==> config.mk <==
export PLATFORM = sky130hd
export DESIGN_NAME = bch_enc_scheduler_flat
export DESIGN_NICKNAME = d
export VERILOG_FILES = /design/src/rtl/bch_enc_scheduler_if.sv /design/src/rtl/bch_enc_scheduler.sv /design/src/flat_wrapper.sv
export SDC_FILE = /design/constraint.sdc
export NUM_CORES = 1
export LEC_CHECK = 0
export ABC_AREA = 1
export CAP_MARGIN = 10
export CORE_MARGIN = 3
export CORE_UTILIZATION = 44
export CTS_CLUSTER_DIAMETER = 30
export DETAILED_ROUTE_END_ITERATION = 10
export PLACE_DENSITY = 0.85
export SLEW_MARGIN = 20
export SYNTH_ARGS = -nofsm -noshare
export SYNTH_HDL_FRONTEND = slang
export SYNTH_SLANG_ARGS = --single-unit
export TNS_END_PERCENT = 10
==> constraint.sdc <==
create_clock -name clk -period 2.9 [get_ports clk]
set_input_delay 0.58 -clock clk [delete_from_list [all_inputs] [get_ports clk]]
set_output_delay 0.58 -clock clk [all_outputs]
set_load 0.02 [all_outputs]
==> src/rtl/bch_enc_scheduler_if.sv <==
// Bus bundle for bch_enc_scheduler: requester side, encoder side and codeword output.
// slave = scheduler view, master = surrounding transmit path / environment view.
interface bch_enc_scheduler_if #(
    parameter int NUM_REQ = 4
);
    localparam int IDW = (NUM_REQ > 1) ? $clog2(NUM_REQ) : 1;

    logic [NUM_REQ-1:0]    req_valid;
    logic [16*NUM_REQ-1:0] req_data;
    logic [NUM_REQ-1:0]    req_ready;
    logic [15:0]           enc_data;
    logic                  enc_start;
    logic                  enc_done;
    logic [30:0]           enc_codeword;
    logic                  cw_valid;
    logic                  cw_ready;
    logic [30:0]           cw_data;
    logic [IDW-1:0]        cw_id;
    logic                  timeout_err;
    logic                  busy;

    modport slave (
        input  req_valid, req_data, enc_done, enc_codeword, cw_ready,
        output req_ready, enc_data, enc_start, cw_valid, cw_data, cw_id, timeout_err, busy
    );

    modport master (
        output req_valid, req_data, enc_done, enc_codeword, cw_ready,
        input  req_ready, enc_data, enc_start, cw_valid, cw_data, cw_id, timeout_err, busy
    );
endinterface

==> src/rtl/bch_enc_scheduler.sv <==
// Round-robin sharing of one BCH(31,16) encoder among NUM_REQ requesters, one word in flight.
// Optional BCH_SCHED_STATS_EN adds saturating stat_words / stat_timeouts counters.
module bch_enc_scheduler #(
    parameter int NUM_REQ      = 4,
    parameter int START_CYCLES = 2,
    parameter int TIMEOUT      = 64
) (
    input  logic                      clk,
    input  logic                      reset,
    bch_enc_scheduler_if.slave        bus
`ifdef BCH_SCHED_STATS_EN
    ,
    output logic [15:0]               stat_words,
    output logic [7:0]                stat_timeouts
`endif
);
    localparam int IDW = (NUM_REQ > 1) ? $clog2(NUM_REQ) : 1;
    localparam int CW  = $clog2(TIMEOUT);

    typedef enum logic [1:0] {IDLE, ISSUE, WAIT, HOLD} state_t;

    state_t                    state_q;
    logic [IDW-1:0]            last_q;
    logic [IDW-1:0]            id_q;
    logic [CW-1:0]             cnt_q;
    logic [15:0]               enc_data_q;
    logic                      enc_start_q;
    logic                      cw_valid_q;
    logic [30:0]               cw_data_q;
    logic                      timeout_err_q;

    logic [NUM_REQ-1:0][15:0]  words;
    logic                      gnt_found;
    logic [IDW-1:0]            gnt_idx;
    logic [IDW-1:0]            cand;

    assign words = bus.req_data;

    // First valid requester strictly after last_q, wrapping around.
    always_comb begin
        gnt_found = 1'b0;
        gnt_idx   = '0;
        cand      = '0;
        for (int i = 1; i <= NUM_REQ; i++) begin
            cand = IDW'((int'(last_q) + i) % NUM_REQ);
            if (!gnt_found && bus.req_valid[cand]) begin
                gnt_found = 1'b1;
                gnt_idx   = cand;
            end
        end
    end

    assign bus.req_ready = (state_q == IDLE && gnt_found && !reset)
                         ? (NUM_REQ'(1) << gnt_idx) : '0;

    always_ff @(posedge clk) begin
        if (reset) begin
            state_q       <= IDLE;
            last_q        <= IDW'(NUM_REQ - 1);
            id_q          <= '0;
            cnt_q         <= '0;
            enc_data_q    <= '0;
            enc_start_q   <= 1'b0;
            cw_valid_q    <= 1'b0;
            cw_data_q     <= '0;
            timeout_err_q <= 1'b0;
        end else begin
            timeout_err_q <= 1'b0;
            case (state_q)
                IDLE: begin
                    if (gnt_found) begin
                        enc_data_q  <= words[gnt_idx];
                        id_q        <= gnt_idx;
                        last_q      <= gnt_idx;
                        enc_start_q <= 1'b1;
                        cnt_q       <= '0;
                        state_q     <= ISSUE;
                    end
                end
                ISSUE: begin
                    if (cnt_q == CW'(START_CYCLES - 1)) begin
                        enc_start_q <= 1'b0;
                        cnt_q       <= '0;
                        state_q     <= WAIT;
                    end else begin
                        cnt_q <= cnt_q + CW'(1);
                    end
                end
                WAIT: begin
                    // A done arriving on the last allowed cycle still wins over the timeout.
                    if (bus.enc_done) begin
                        cw_data_q  <= bus.enc_codeword;
                        cw_valid_q <= 1'b1;
                        state_q    <= HOLD;
                    end else if (cnt_q == CW'(TIMEOUT - 1)) begin
                        timeout_err_q <= 1'b1;
                        state_q       <= IDLE;
                    end else begin
                        cnt_q <= cnt_q + CW'(1);
                    end
                end
                HOLD: begin
                    if (bus.cw_ready) begin
                        cw_valid_q <= 1'b0;
                        state_q    <= IDLE;
                    end
                end
                default: state_q <= IDLE;
            endcase
        end
    end

    assign bus.enc_data    = enc_data_q;
    assign bus.enc_start   = enc_start_q;
    assign bus.cw_valid    = cw_valid_q;
    assign bus.cw_data     = cw_data_q;
    assign bus.cw_id       = id_q;
    assign bus.timeout_err = timeout_err_q;
    assign bus.busy        = (state_q != IDLE);

`ifdef BCH_SCHED_STATS_EN
    logic [15:0] stat_words_q, stat_words_d;
    logic [7:0]  stat_to_q, stat_to_d;

    always_comb begin
        stat_words_d = stat_words_q;
        stat_to_d    = stat_to_q;
        if (state_q == HOLD && bus.cw_ready && stat_words_q != '1)
            stat_words_d = stat_words_q + 16'd1;
        if (timeout_err_q && stat_to_q != '1)
            stat_to_d = stat_to_q + 8'd1;
    end

    always_ff @(posedge clk) begin
        if (reset) begin
            stat_words_q <= '0;
            stat_to_q    <= '0;
        end else begin
            stat_words_q <= stat_words_d;
            stat_to_q    <= stat_to_d;
        end
    end

    assign stat_words    = stat_words_q;
    assign stat_timeouts = stat_to_q;
`endif
endmodule

==> src/flat_wrapper.sv <==
// flat-port wrapper written by rule: the top's interface ports become plain ports
module bch_enc_scheduler_flat 
#(
    parameter int NUM_REQ      = 4,
    parameter int START_CYCLES = 2,
    parameter int TIMEOUT      = 64
)
  (clk, reset, bus_req_valid, bus_req_data, bus_enc_done, bus_enc_codeword, bus_cw_ready, bus_req_ready, bus_enc_data, bus_enc_start, bus_cw_valid, bus_cw_data, bus_cw_id, bus_timeout_err, bus_busy);
  bch_enc_scheduler_if #(.NUM_REQ(NUM_REQ)) bus_i ();
  input  logic clk;
  input  logic reset;
  input wire logic [$bits(bus_i.req_valid)-1:0] bus_req_valid;
  input wire logic [$bits(bus_i.req_data)-1:0] bus_req_data;
  input wire logic [$bits(bus_i.enc_done)-1:0] bus_enc_done;
  input wire logic [$bits(bus_i.enc_codeword)-1:0] bus_enc_codeword;
  input wire logic [$bits(bus_i.cw_ready)-1:0] bus_cw_ready;
  output wire logic [$bits(bus_i.req_ready)-1:0] bus_req_ready;
  output wire logic [$bits(bus_i.enc_data)-1:0] bus_enc_data;
  output wire logic [$bits(bus_i.enc_start)-1:0] bus_enc_start;
  output wire logic [$bits(bus_i.cw_valid)-1:0] bus_cw_valid;
  output wire logic [$bits(bus_i.cw_data)-1:0] bus_cw_data;
  output wire logic [$bits(bus_i.cw_id)-1:0] bus_cw_id;
  output wire logic [$bits(bus_i.timeout_err)-1:0] bus_timeout_err;
  output wire logic [$bits(bus_i.busy)-1:0] bus_busy;
  assign bus_i.req_valid = bus_req_valid;
  assign bus_i.req_data = bus_req_data;
  assign bus_i.enc_done = bus_enc_done;
  assign bus_i.enc_codeword = bus_enc_codeword;
  assign bus_i.cw_ready = bus_cw_ready;
  assign bus_req_ready = bus_i.req_ready;
  assign bus_enc_data = bus_i.enc_data;
  assign bus_enc_start = bus_i.enc_start;
  assign bus_cw_valid = bus_i.cw_valid;
  assign bus_cw_data = bus_i.cw_data;
  assign bus_cw_id = bus_i.cw_id;
  assign bus_timeout_err = bus_i.timeout_err;
  assign bus_busy = bus_i.busy;
  bch_enc_scheduler #(.NUM_REQ(NUM_REQ), .START_CYCLES(START_CYCLES), .TIMEOUT(TIMEOUT)) u_core (.clk(clk), .reset(reset), .bus(bus_i));
endmodule
======== Word level (Yosys, flattened, before mapping) ========
Cells that the tools add are included.
cells by class
  add/sub/neg operators ................... 5
  $lt $le $gt $ge ......................... 5
  eq/ne operators ......................... 12
  shift operators ......................... 1
  muxes and demuxes ....................... 37
  bitwise gates (word level) .............. 1
  reductions and logical operators ........ 21
operator list
  cell                                                         number
  binary-select mux 16 bit (select 2 bit)                      1
  2-to-1 mux 6 bit                                             4
  2-to-1 mux 2 bit                                             9
  case mux 6 bit (3 select lines)                              1
  2-to-1 mux 16 bit                                            1
  less-than comparator 2 x 3 -> 1 bit (second input constant)  5
  2-to-1 mux 1 bit                                             13
  binary-select mux 1 bit (select 2 bit)                       4
  inequality test 2 bit (second input constant)                4
  case mux 2 bit (4 select lines)                              1
  AND reduction 4 bit                                          2
  adder 6 x 1 -> 6 bit (second input constant)                 1
  equality test 6 x 1 -> 1 bit (second input constant)         1
  equality test 6 bit (second input constant)                  1
  AND reduction 3 bit                                          2
  nonzero test 2 bit                                           3
  logical AND 1 bit                                            5
  adder 2 x 1 -> 2 bit (second input constant)                 2
  adder 2 bit (second input constant)                          2
  equality test 2 bit (second input constant)                  2
  logical NOT 1 bit                                            4
  2-to-1 mux 4 bit                                             1
  inequality test 2 x 1 -> 1 bit (second input constant)       2
  case mux 1 bit (2 select lines)                              2
  8 further kinds                                              9
storage, ports and cells
  bits in registers ....................... 62
  input bits .............................. 103
  output and inout bits ................... 57

======== Logic depth before layout (Yosys ltp) ========
  depth after elaboration ................. 16
  mapped depth ............................ 17

======== Worst setup path after synthesis ========
Ideal clock, no wire load.
  kind .................................... input to output
  from .................................... in bus_req_valid[3]
  to ...................................... out bus_req_ready[0]
  arrival time ............................ 1,941 ps
  path slack .............................. 379 ps
  stages .................................. 10
  path through ............................ nand2_1 nand2_2 nand2_1 nand2_1 nor2_4 nand3_2 buf_6 nand3_4 inv_2 nor3_1
on the way
  word-level cells in the longest chain between the ends .. 15
RTL lines
  what                                    RTL line                 source
  from (decl)                             flat_wrapper.sv:12       input wire logic [$bits(bus_i.req_valid)-1:0] bus_req_valid;
  binary-select mux 1 bit (select 2 bit)  bch_enc_scheduler.sv:46  if (!gnt_found && bus.req_valid[cand]) begin
  2-to-1 mux 1 bit (not written as such)  bch_enc_scheduler.sv:46
  2-to-1 mux 1 bit                        bch_enc_scheduler.sv:46
  logical NOT 1 bit                       bch_enc_scheduler.sv:46
  logical AND 1 bit                       bch_enc_scheduler.sv:46
  2-to-1 mux 1 bit                        bch_enc_scheduler.sv:46
  logical NOT 1 bit                       bch_enc_scheduler.sv:46
  logical AND 1 bit                       bch_enc_scheduler.sv:46
  2-to-1 mux 1 bit                        bch_enc_scheduler.sv:46
  logical NOT 1 bit                       bch_enc_scheduler.sv:46
  logical AND 1 bit                       bch_enc_scheduler.sv:46
  2-to-1 mux 1 bit                        bch_enc_scheduler.sv:46
  logical AND 1 bit (2 in series)         bch_enc_scheduler.sv:53  assign bus.req_ready = (state_q == IDLE && gnt_found && !reset)
  2-to-1 mux 4 bit (*)                    bch_enc_scheduler.sv:54  ? (NUM_REQ'(1) << gnt_idx) : '0;
  to (decl)                               flat_wrapper.sv:17       output wire logic [$bits(bus_i.req_ready)-1:0] bus_req_ready;
Mark *: on every way between the ends. The rest lies on a longest branch, timed or not. The select of a mux whose other input is x is not followed.

======== Worst setup path in the final report ========
  from .................................... reg u_core.last_q[1]
  to ...................................... out bus_req_ready[1]
on the way
  word-level cells in the longest chain between the ends .. 16
RTL lines
  what                                    RTL line                 source
  from (decl)                             bch_enc_scheduler.sv:23  logic [IDW-1:0] last_q;
  from (signal assigned)                  bch_enc_scheduler.sv:59  last_q <= IDW'(NUM_REQ - 1);
  from (signal assigned)                  bch_enc_scheduler.sv:74  last_q <= gnt_idx;
  adder 2 x 1 -> 2 bit                    bch_enc_scheduler.sv:45  cand = IDW'((int'(last_q) + i) % NUM_REQ);
  binary-select mux 1 bit (select 2 bit)  bch_enc_scheduler.sv:46
  2-to-1 mux 1 bit (not written as such)  bch_enc_scheduler.sv:46
  2-to-1 mux 1 bit                        bch_enc_scheduler.sv:46
  logical NOT 1 bit                       bch_enc_scheduler.sv:46
  logical AND 1 bit                       bch_enc_scheduler.sv:46
  2-to-1 mux 1 bit                        bch_enc_scheduler.sv:46
  logical NOT 1 bit                       bch_enc_scheduler.sv:46
  logical AND 1 bit                       bch_enc_scheduler.sv:46
  2-to-1 mux 1 bit                        bch_enc_scheduler.sv:46
  logical NOT 1 bit                       bch_enc_scheduler.sv:46
  logical AND 1 bit                       bch_enc_scheduler.sv:46
  2-to-1 mux 1 bit                        bch_enc_scheduler.sv:46
  logical AND 1 bit (2 in series)         bch_enc_scheduler.sv:53
  2-to-1 mux 4 bit (*)                    bch_enc_scheduler.sv:54
Marked as above.

==> out/results.tsv <==
stage	metric	value	unit
status	status	completed	
layout	ff_latch_area	1240	um^2
cts	clkSinkCount	62	
layout	nets	801	
global_route	grt_first_pass_wirelength	16400	um
cts	cts_made_buffers	9	
layout	area_delta_synth_final	61.1	%
sta	layout_min_cycle_time	2.73	ns
power_and_ir_drop	p_leak	2.39	nW
sta	hold_viol_final	0	
detailed_routing	wl_met3	1030	um
synth	synth_edf_count	0	
power_and_ir_drop	switching_share	0.481	
detailed_routing	drt_iter0_drc	152	
cts	clk_latency	0.32	ns
power_and_ir_drop	p_clk_frac	0.115	
detailed_routing	antenna_left	0	
layout	n_fill_cell	540	
power_and_ir_drop	pwr-share-seq	0.214	
run	cap_violations	0	
worst_setup_path	rrSetupSlack	0.71	ns
floorplanning	start_util	0.457	
detailed_routing	vias_per_cell	4.89	
worst_setup_path	arrival	2.15	ns
cts	h-tree-depth	3	
sta	max_slew_margin	0.606	
placed_design	place_hpwl	8000	um
floorplanning	rows	31	
placed_design	routabilityCongestion	0.869	
worst_hold_path	min_from	u_core.bus.cw_id[1]	
worst_setup_path	worst_path_largest_cell_delay	0.48	ns
detailed_routing	post_drt_wl_per_cell	12.6	um
sta	rsz0062_at_grt	false	
layout	final_util	0.736	
worst_setup_path	worstSetupPathType	reg -> out	
synth	yosysSeqAreaShare	0.373	
worst_setup_path	crit_path_start	u_core.last_q[1]	
cts	root_buffer	clkbuf_8	
worst_setup_path	reg2reg_depth	16	
floorplanning	dieArea	8650	um^2
sta	setup_ws	0.172	ns
synth	synthFlopType	dfxtp_1	
layout	n_antenna_cell	0	
synth	yosysWarnings	0	
worst_setup_path	critPathSlowestCell	dfxtp_1	
power_and_ir_drop	ir_drop	0.784	mV
worst_setup_path	crit_chain	inv_2, nand2_1, nand2_2, nand2_1, nand2_2, nand2_1, nand2_2, nand2_1, nand3_4, buf_4, nor3_4, buf_6	
worst_setup_path	setup.worst_path.end	bus_req_ready[1]	
synth	synth_seq_cells	62	
power_and_ir_drop	p_int	0.00294	W
placed_design	dp_slack	-0.498	ns
synth	syn_area	3330	um^2
worst_setup_path	critical_path.startpoint_type	flop	
cts	clockBufferDepth	2	
global_route	grt_overflow_total	0	
cts	clk_pin_slew	0.06	ns
detailed_routing	routed_wl	10000	um
detailed_routing	drc_errors	0	
synth	synth_cell_types	31	
worst_setup_path	r2r_end	u_core.bus.enc_data[1]	
detailed_routing	met1_length	4170	um
worst_hold_path	hold_path_class	reg -> reg	
power_and_ir_drop	share_comb_of_total_power	0.672	
sta	final.period_utilization	0.941	
placed_design	io_buffer_count	159	
global_route	grt_max_degree	34	
synth	syn-num-nets	633	
global_route	grt_use_total	0.231	
synth	syn_area_per_cell	6.38	um^2
global_route	antenna_found_initial	0	
cts	cts_tree	yes	
worst_setup_path	required	2.32	ns
sta	fmaxAchievable	367	MHz
worst_setup_path	end_kind	output pin	
detailed_routing	vias	3877	
detailed_routing	routed.top_layer	met4	
sta	skew	0.00756	ns
floorplanning	ios	160	
sta	slew_violations	0	
worst_setup_path	timing.rr.start	u_core.last_q[1]	
detailed_routing	wl_met2	4670	um
floorplanning	die_w	93.0	um
synth	synth_cells	522	
layout	drive_above_1_share	0.104	
floorplanning	fp.dieH	93.0	um
power_and_ir_drop	switching_power	0.00273	W
global_route	grt_pass1_vias	3709	
sta	finalSetupViolCount	0	
sta	worst_slew_pin_slew	0.585	ns
floorplanning	coreArea	7290	um^2
worst_setup_path	path_max_fanout	7	
synth	async_flop_share	0	
detailed_routing	dr.pass1.iters	4	
layout	multi_input_area	1880	um^2
worst_setup_path	crit_path_frequent_cell	nand2_1	
power_and_ir_drop	power_density	1060	nW/um^2
[critical path, delay by kind of cell (launching register included)]
| family | cells | cell delay (ns) |
|---|---|---|
| simple gates | 9 | 0.91 |
| buf+inv | 3 | 0.44 |
| flops | 1 | 0.48 |
[state kept, by name (all words and copies together), names as in the netlist]
name,count
u_core.bus.cw_valid,1
u_core.bus.enc_start,1
u_core.bus.cw_id,2
u_core.bus.cw_data,31
u_core.state_q,2
u_core.bus.enc_data,16
u_core.last_q,2
u_core.cnt_q,6
u_core.bus.timeout_err,1
[cell usage in the layout, fill, tap and decap left out, types with 3 or more instances in the layout]
cell	netlist	routed
a21oi_1	6	6
buf_4	1	23
buf_6	4	4
clkbuf_8	0	11
clkdlybuf4s50_1	0	151
clkinv_2	0	3
dfxtp_1	62	62
dlymetal6s2s_1	0	4
ha_1	8	8
inv_1	34	33
inv_2	4	4
nand2_1	131	124
nand2_2	6	13
nand3_1	65	65
nand4_1	4	4
nor2_1	109	108
nor3_1	7	3
nor3_4	0	4
o21ai_0	45	45
[what timing repair did]
item	4_1_cts	5_1_grt
hold buffers	0	0
setup buffers	0	2
pin swaps	0	5
setup endpoints to repair	4	4
gates resized for setup	24	28
gates cloned	0	0
[cells by family after synthesis]
family                   share of synthesized area
AND/OR/NAND/NOR                              0.417
buffers and inverters                       0.0872
flip-flops                                   0.373
adder cells (fa/ha/maj)                     0.0301
XOR/XNOR                                   0.00263
AO/OA/AOI/OAI                               0.0902
[power by group through the flow]
| stage | logic [W] | registers (W) | clock network, W |
|---|---|---|---|
| 3_3_place_gp | 0.00349 | 0.00122 | 0 |
| 4_1_cts | 0.00359 | 0.00121 | 0.000667 |
| 6_report | 0.00381 | 0.00121 | 0.000651 |
| 2_1_floorplan | 0.00224 | 0.00141 | 0 |
| 3_5_place_dp | 0.00357 | 0.00123 | 0 |
| 5_1_grt | 0.00425 | 0.00124 | 0.000700 |
[worst min path at each step]
| stage | endpoint | slack, ns | cells past startpoint |
|---|---|---|---|
| floorplan | u_core.cnt_q[0] | 0.47 | 2 |
| global route | u_core.bus.cw_data[23] | 0.50 | 2 |
| detailed placement | u_core.bus.cw_data[27] | 0.47 | 2 |
| CTS | u_core.bus.cw_id[1] | 0.48 | 2 |
| finish | u_core.bus.cw_id[1] | 0.48 | 2 |
| global placement | u_core.bus.cw_id[0] | 0.45 | 2 |
[cells in the mapped netlist (2+ instances only)]
cell type  count  share of area
nand2_1      131           0.15
buf_1          3         0.0034
ha_1           8          0.030
buf_2          8          0.012
nor2_1       109           0.12
nand2_2        6          0.011
inv_1         34          0.038
a21oi_1        6         0.0090
o211ai_1       2         0.0045
dfxtp_1       62           0.37
nand3_1       65          0.098
buf_6          4          0.014
clkbuf_1      10          0.011
nor3_1         7          0.011
o21ai_0       45          0.068
nand4_1        4         0.0075
inv_2          4         0.0045
[cell type report]
type | instances | share of cell area
tap | 99 | 0.0231
inverter | 39 | 0.0282
sequential | 62 | 0.231
multi-input combinational | 395 | 0.350
clock inverter | 4 | 0.00420
clock buffer | 11 | 0.0282
timing repair buffer | 183 | 0.335
[metrics by stage]
step | power (W) | instance area (um^2) | TNS (ns) | hold WS [ns] | cells
after CTS | 0.00547 | 5250 | 0 | 0.485 | 791
after detailed placement | 0.00480 | 5080 | -1.90 | 0.470 | 776
final | 0.00567 | 5370 | 0 | 0.481 | 793
after global placement | 0.00471 | 5080 | -1.53 | 0.452 | 776
after global routing | 0.00619 | 5370 | 0 | 0.502 | 793
after floorplan | 0.00365 | 3330 | 0 | 0.475 | 522
[per-layer routing]
layer / track usage / up-vias
met5: 0 / -
met4: 0.0708 / 0
met3: 0.0772 / 12
met2: 0.398 / 159
met1: 0.270 / 1706
li1: - / 2000
Note: power is estimated with default switching activity, not from simulation.
